==> src/rtl/mc_datapath_p.sv <==
// Multi-cycle MIPS-style datapath with a register file, ALU, memory handshake FSM
// (with timeout), overflow trap with EPC capture, and exception return.
module mc_datapath_p #(
    parameter int          NREG     = 32,
    parameter logic [31:0] RESET_PC = 32'h0000_0000,
    parameter logic [31:0] TRAP_VEC = 32'h0000_0080,
    parameter int          TMO      = 16
) (
    input  logic        clk,
    input  logic        reset,
    // controller inputs
    input  logic        IorD,
    input  logic        IRWrite,
    input  logic [1:0]  RegDst,
    input  logic        RegWrite,
    input  logic [1:0]  MemtoReg,
    input  logic        ALUSrcA,
    input  logic [1:0]  ALUSrcB,
    input  logic [1:0]  PCSource,
    input  logic        PCWrite,
    input  logic [1:0]  Branch,
    input  logic [2:0]  ALU_operation,
    input  logic        SorZ,
    input  logic        MemReq,
    input  logic        TrapEn,
    // memory side
    input  logic        MIO_ready,
    input  logic [31:0] data2CPU,
    // outputs
    output logic        M_req,
    output logic [31:0] M_addr,
    output logic [31:0] data_out,
    output logic [31:0] PC_Current,
    output logic [31:0] Inst,
    output logic [31:0] EPC,
    output logic        zero,
    output logic        overflow,
    output logic        stall,
    output logic        trap,
    output logic        mem_err
);

    localparam logic [2:0] OP_AND = 3'b000;
    localparam logic [2:0] OP_OR  = 3'b001;
    localparam logic [2:0] OP_ADD = 3'b010;
    localparam logic [2:0] OP_XOR = 3'b011;
    localparam logic [2:0] OP_NOR = 3'b100;
    localparam logic [2:0] OP_SRL = 3'b101;
    localparam logic [2:0] OP_SUB = 3'b110;
    localparam logic [2:0] OP_SLT = 3'b111;

    // Last wait-counter value tolerated before declaring a memory error.
    localparam logic [7:0] TMO_LAST = 8'(TMO - 1);

    typedef enum logic [1:0] {
        S_IDLE = 2'd0,
        S_WAIT = 2'd1,
        S_ERR  = 2'd2
    } mstate_t;

    // ------------------------------------------------------------------
    // State registers
    // ------------------------------------------------------------------
    logic [31:0] pc_q,     pc_d;
    logic [31:0] ir_q,     ir_d;
    logic [31:0] dr_q,     dr_d;
    logic [31:0] aluout_q, aluout_d;
    logic [31:0] epc_q,    epc_d;
    mstate_t     state_q,  state_d;
    logic [7:0]  wcnt_q,   wcnt_d;
    logic        trap_q,   trap_d;
    logic        mem_err_q, mem_err_d;

    // ------------------------------------------------------------------
    // Internal combinational nets
    // ------------------------------------------------------------------
    logic [31:0] rs_data;
    logic [31:0] rt_data;
    logic [31:0] ext;
    logic [31:0] alu_a;
    logic [31:0] alu_b;
    logic [31:0] alu_res;
    logic [31:0] alu_sum;
    logic [31:0] alu_diff;
    logic        alu_ovf;
    logic        mem_done;
    logic        stall_int;
    logic        trap_fire;
    logic        pc_en;
    logic [31:0] pc_next;
    logic        rf_we;
    logic [4:0]  rf_waddr;
    logic [31:0] rf_wdata;
    logic [31:0] rf_rd [32];

    // ------------------------------------------------------------------
    // Register file: one flop word per implemented register; index 0 and
    // indices at or above NREG have no storage and read as zero.
    // ------------------------------------------------------------------
    genvar gi;
    generate
        for (gi = 0; gi < 32; gi++) begin : g_rf
            if (gi == 0 || gi >= NREG) begin : g_zero
                assign rf_rd[gi] = 32'h0;
            end else begin : g_reg
                logic [31:0] r_q, r_d;

                // Next value: take the write data when this word is addressed.
                always_comb begin
                    r_d = r_q;
                    if (rf_we && (rf_waddr == 5'(gi))) begin
                        r_d = rf_wdata;
                    end
                end

                // Register word storage with synchronous clear.
                always_ff @(posedge clk) begin
                    if (reset) begin
                        r_q <= 32'h0;
                    end else begin
                        r_q <= r_d;
                    end
                end

                assign rf_rd[gi] = r_q;
            end
        end
    endgenerate

    // No write-through: reads always see the stored value.
    assign rs_data = rf_rd[ir_q[25:21]];
    assign rt_data = rf_rd[ir_q[20:16]];

    // ------------------------------------------------------------------
    // Operand selection and immediate extension.
    // ------------------------------------------------------------------
    always_comb begin
        ext   = SorZ ? {{16{ir_q[15]}}, ir_q[15:0]} : {16'h0, ir_q[15:0]};
        alu_a = ALUSrcA ? rs_data : pc_q;
        alu_b = rt_data;
        case (ALUSrcB)
            2'b00:   alu_b = rt_data;
            2'b01:   alu_b = 32'd4;
            2'b10:   alu_b = ext;
            default: alu_b = {ext[29:0], 2'b00};
        endcase
    end

    // ------------------------------------------------------------------
    // ALU: result, zero flag and signed overflow (ADD/SUB only).
    // ------------------------------------------------------------------
    always_comb begin
        alu_sum  = alu_a + alu_b;
        alu_diff = alu_a - alu_b;
        alu_res  = 32'h0;
        alu_ovf  = 1'b0;
        case (ALU_operation)
            OP_AND: alu_res = alu_a & alu_b;
            OP_OR:  alu_res = alu_a | alu_b;
            OP_ADD: begin
                alu_res = alu_sum;
                alu_ovf = (alu_a[31] == alu_b[31]) && (alu_sum[31] != alu_a[31]);
            end
            OP_XOR: alu_res = alu_a ^ alu_b;
            OP_NOR: alu_res = ~(alu_a | alu_b);
            OP_SRL: alu_res = alu_b >> alu_a[4:0];
            OP_SUB: begin
                alu_res = alu_diff;
                alu_ovf = (alu_a[31] != alu_b[31]) && (alu_diff[31] != alu_a[31]);
            end
            OP_SLT: alu_res = {31'h0, $signed(alu_a) < $signed(alu_b)};
            default: alu_res = 32'h0;
        endcase
    end

    assign zero     = (alu_res == 32'h0);
    assign overflow = alu_ovf;

    // ------------------------------------------------------------------
    // Memory handshake: completion, stall and next FSM state.
    // ERR is a dead end that keeps the core frozen until reset.
    // ------------------------------------------------------------------
    always_comb begin
        mem_done  = 1'b0;
        stall_int = 1'b0;
        state_d   = state_q;
        wcnt_d    = wcnt_q;
        case (state_q)
            S_IDLE: begin
                if (MemReq) begin
                    if (MIO_ready) begin
                        mem_done = 1'b1;
                    end else begin
                        stall_int = 1'b1;
                        state_d   = S_WAIT;
                        wcnt_d    = 8'h0;
                    end
                end
            end
            S_WAIT: begin
                stall_int = 1'b1;
                if (MIO_ready) begin
                    mem_done = 1'b1;
                    state_d  = S_IDLE;
                end else if (wcnt_q == TMO_LAST) begin
                    state_d = S_ERR;
                end else begin
                    wcnt_d = wcnt_q + 8'h1;
                end
            end
            default: begin
                stall_int = 1'b1;
            end
        endcase
        mem_err_d = mem_err_q || (state_d == S_ERR);
    end

    // M_req tracks MemReq directly while reset is held.
    always_comb begin
        if (reset) begin
            M_req = MemReq;
        end else begin
            M_req = (state_q == S_WAIT) || ((state_q == S_IDLE) && MemReq);
        end
    end

    assign stall = stall_int;

    // ------------------------------------------------------------------
    // PC, EPC, trap and register-file write control.
    // A trap overrides any PCWrite/branch request in the same cycle.
    // ------------------------------------------------------------------
    always_comb begin
        trap_fire = TrapEn && alu_ovf && !stall_int;
        pc_en     = !stall_int &&
                    (PCWrite || (Branch[0] && zero) || (Branch[1] && !zero));
        case (PCSource)
            2'b00:   pc_next = alu_res;
            2'b01:   pc_next = aluout_q;
            2'b10:   pc_next = {pc_q[31:28], ir_q[25:0], 2'b00};
            default: pc_next = epc_q;
        endcase

        pc_d  = pc_q;
        epc_d = epc_q;
        if (trap_fire) begin
            pc_d  = TRAP_VEC;
            epc_d = pc_q;
        end else if (pc_en) begin
            pc_d = pc_next;
        end

        trap_d = trap_q;
        if (trap_fire) begin
            trap_d = 1'b1;
        end else if ((PCSource == 2'b11) && PCWrite && !stall_int) begin
            trap_d = 1'b0;
        end

        rf_we = RegWrite && !stall_int && !trap_fire;
        case (RegDst)
            2'b00:   rf_waddr = ir_q[20:16];
            2'b01:   rf_waddr = ir_q[15:11];
            2'b10:   rf_waddr = 5'd31;
            default: rf_waddr = 5'd0;
        endcase
        case (MemtoReg)
            2'b00:   rf_wdata = aluout_q;
            2'b01:   rf_wdata = dr_q;
            2'b10:   rf_wdata = {ir_q[15:0], 16'h0};
            default: rf_wdata = pc_q;
        endcase
    end

    // IR/DR capture on access completion, ALUOut refresh unless stalled.
    always_comb begin
        ir_d     = (mem_done && IRWrite) ? data2CPU : ir_q;
        dr_d     = mem_done ? data2CPU : dr_q;
        aluout_d = stall_int ? aluout_q : alu_res;
    end

    // All datapath and control state, reset first.
    always_ff @(posedge clk) begin
        if (reset) begin
            pc_q      <= RESET_PC;
            ir_q      <= 32'h0;
            dr_q      <= 32'h0;
            aluout_q  <= 32'h0;
            epc_q     <= 32'h0;
            state_q   <= S_IDLE;
            wcnt_q    <= 8'h0;
            trap_q    <= 1'b0;
            mem_err_q <= 1'b0;
        end else begin
            pc_q      <= pc_d;
            ir_q      <= ir_d;
            dr_q      <= dr_d;
            aluout_q  <= aluout_d;
            epc_q     <= epc_d;
            state_q   <= state_d;
            wcnt_q    <= wcnt_d;
            trap_q    <= trap_d;
            mem_err_q <= mem_err_d;
        end
    end

    assign M_addr     = IorD ? aluout_q : pc_q;
    assign data_out   = rt_data;
    assign PC_Current = pc_q;
    assign Inst       = ir_q;
    assign EPC        = epc_q;
    assign trap       = trap_q;
    assign mem_err    = mem_err_q;

endmodule

==> config.mk <==
export PLATFORM = sky130hd
export DESIGN_NAME = mc_datapath_p
export DESIGN_NICKNAME = d
export VERILOG_FILES = /design/src/rtl/mc_datapath_p.sv
export SDC_FILE = /design/constraint.sdc
export NUM_CORES = 2
export LEC_CHECK = 0
export CAP_MARGIN = 20
export CORE_ASPECT_RATIO = 1.5
export CORE_UTILIZATION = 63
export CTS_BUF_LIST = sky130_fd_sc_hd__clkbuf_8 sky130_fd_sc_hd__clkbuf_16
export DETAILED_ROUTE_END_ITERATION = 6
export HOLD_SLACK_MARGIN = 0.02
export PLACE_DENSITY = 0.82
export SYNTH_ARGS = -nofsm -noshare
export SYNTH_HDL_FRONTEND = slang
export SYNTH_SLANG_ARGS = --single-unit
==> constraint.sdc <==
create_clock -name clk -period 11.4 [get_ports clk]
set_clock_uncertainty 0.2 [all_clocks]
set_input_delay 2.28 -clock clk [delete_from_list [all_inputs] [get_ports clk]]
set_output_delay 2.28 -clock clk [all_outputs]
set_load 0.02 [all_outputs]
==> results.toml <==
[global_routing]
track_usage = 0.553
grt_start_max_net_pins = 199
grt_busiest_layer = "met2"
antenna_found_initial = 30
grt_pass1_wl_mm = 439
grt_pass1_vias = 67200
grt.met2_usage = 0.835
grt_util_met1 = 0.597
grt.overflow.total = 0
use_met3 = 0.206

[timing]
fmax_mhz = 87.9
finalSetupViolations = 0
finalCritPeriodShare = 0.997
period_minus_slack_ns = 11.37
slew_headroom = 0.125
slew_viol_final = 0
worst_pin_slew_ns = 1.30
fin_setup_tns_ns = 0
finalHoldViolCount = 0

[floorplan]
die_area_um2 = 108000
fp.dieW_um = 268
coreArea_um2 = 106000
fp.dieH_um = 401
num_rows = 146
ioPinCount = 222
start_util = 0.635

[logic_synthesis]
async_flop_share = 0
seq_area_frac_synth = 0.348
synth_edf_count = 0
synth.most_common_cell = "nand2_1"
synth.area.top_cells = "dfxtp_1 35%, mux4_2 11%, mux2i_1 8.2%"
synth-main-ff-cell = "dfxtp_1"
synth_area_um2 = 67000
ys_types = 101
synth_cells = 7915
synth_top_cell_area_share = 0.348
synth_largest_area_cell = "dfxtp_1"
syn-num-nets = 8081
synth.ff_latch_count = 1164
ys_warn_count = 0
synthTopCellsByCount = "1,333 x nand2_1, 1,164 x dfxtp_1, 847 x a21oi_1"
syn_area_per_cell_um2 = 8.46

[hold_path]
min_path_type = "flip-flop to flip-flop"

[route]
drc = 23
routed_wl_mm = 305
wire_per_inst_um = 32.2
drtPass1Iterations = 7
viasPerCell = 7.38
via_count = 69800
drt_iter0_markers = 11100
ant_nets = 0

[run_status]
violations = "DRC"
status = "complete, but fails checks"

[worst_setup_path]
path_class = "flip-flop to output port"
crit_required_ns = 8.92
cp.arrival_ns = 8.89
critPathSlowestCell = "or4_4"
cp-start-kind = "flip-flop"
setup.worst_path.end_class = "output port"
crit_top_cell = "buf_4"
critical_path_peak_fanout = 21
max_stage_delay_ns = 0.61

[cells_and_area]
fin_area_um2 = 76300
multiInputGateArea_um2 = 40300
regArea_um2 = 23300
layout.nets = 8106
drive_gt1_frac = 0.153
area_delta_synth_final_pct = 13.8
nFillCells = 7386

[power_and_ir_drop]
seqPwrFrac = 0.430
leakage_nw = 24.9
clock_power_share = 0.395
swShare = 0.301
power_density_nw_per_um2 = 128
switching_power_w = 0.00294
vdd.ir_drop.worst_mv = 0.168
power.share.combinational = 0.175
p_total_w = 0.00974
internal_power_w = 0.00681

[place]
dp_hpwl_mm = 207
globalplace.congestion = 1.13
place_area_um2 = 72200
portBuffers = 221

[cts]
holdBufCountCts = 0
clk_latency_ns = 0.81
clock_sink_count = 1164
clkSlewWorstSetupHoldPaths_ns = 0.07
cts_tree = "done"
clk_path_buf_depth = 3
cts_made_buffers = 107
root_buffer = "clkbuf_16"
htreeDepth = 3

[run]
maxCapViolCount = 0
## metal layers
metal	part of all wire	up-vias
li1	-	28700
met1	0.31	32700
met2	0.43	6194
met5	0.0011	-
met3	0.14	2245
met4	0.12	34
## cell families (layout without fill, tap and decap cells)
logic type               Yosys count  in the layout  share of synthesized area
AO/OA/AOI/OAI                   2207           2207                      0.216
XOR/XNOR                          39             39                    0.00510
adder cells (fa/ha/maj)          110            110                     0.0208
buffers and inverters            953           1073                     0.0581
flip-flops                      1164           1164                      0.348
multiplexers                     922            922                      0.198
other                              0             20                          0
AND/OR/NAND/NOR                 2520           2520                      0.155
## area by class of cell
class / count / area share
flip-flops and latches: 1164 / 0.306
well taps: 1406 / 0.0231
repair buffers: 729 / 0.0859
multi-input cells: 5798 / 0.529
diodes: 20 / 0.000656
inverters: 140 / 0.00692
clock buffers: 138 / 0.0410
clock inverters: 66 / 0.00765
## power by group through the flow
stage	logic, W	registers, W	clock network, W
floorplan	0.000894	0.00425	0
global placement	0.00158	0.00427	0
detailed placement	0.00158	0.00427	0
CTS	0.00160	0.00418	0.00380
global route	0.00174	0.00419	0.00398
finish	0.00171	0.00419	0.00385
## path summary, 6_finish.rpt
| path | start | end | slack, ns | cells after the start |
|---|---|---|---|---|
| max | Inst[21] | zero | 0.03 | 25 |
| min | Inst[26] | Inst[26] | 0.25 | 2 |
| max reg2reg | Inst[17] | g_rf[6].g_reg.r_q[9] | 1.69 | 29 |
| min reg2reg | Inst[26] | Inst[26] | 0.25 | 2 |
## placed cells by master, fill, tap and decap left out, types with 109 or more instances in the layout
master	count
mux2i_1	548
a211oi_1	549
inv_1	162
buf_4	456
clkdlybuf4s50_1	215
nand2_1	1332
a21oi_1	830
a22oi_1	210
clkbuf_16	109
mux4_2	315
dfxtp_1	1157
nor2_1	771
o21ai_0	120
## through the flow
step | util | setup WS, ns | std cells | hold slack (ns)
2_1_floorplan | - | 0.868 | 7915 | 0.233
3_3_place_gp | 0.684 | 0.0938 | 9217 | 0.239
3_5_place_dp | 0.684 | -0.141 | 9222 | 0.248
4_1_cts | 0.720 | 0.155 | 9431 | 0.255
5_1_grt | 0.722 | -0.0185 | 9449 | 0.272
6_report | 0.722 | 0.0294 | 9461 | 0.254
## registers in the layout (all words and copies together) (netlist names)
signal / cells
dr_q: 32
state_q: 2
g_rf.g_reg.r_q: 992
Inst: 32
PC_Current: 32
trap: 1
mem_err: 1
EPC: 32
wcnt_q: 8
aluout_q: 32
## critical path: cells and delay by family (launching register included)
kind            cells  cell delay [ns]
compound gates      9             2.16
flops               1             0.60
fa+ha+maj           1             0.36
buf+inv             7             1.98
simple gates        6             1.85
mux                 2             1.08
## timing repair
action / in CTS / in global routing
endpoints found under the setup margin: 1 / 1
pin swaps: 0 / 0
resized for setup: 3 / 25
setup buffers: 5 / 6
gates cloned: 0 / 0
(Power assumes the default switching activity.)
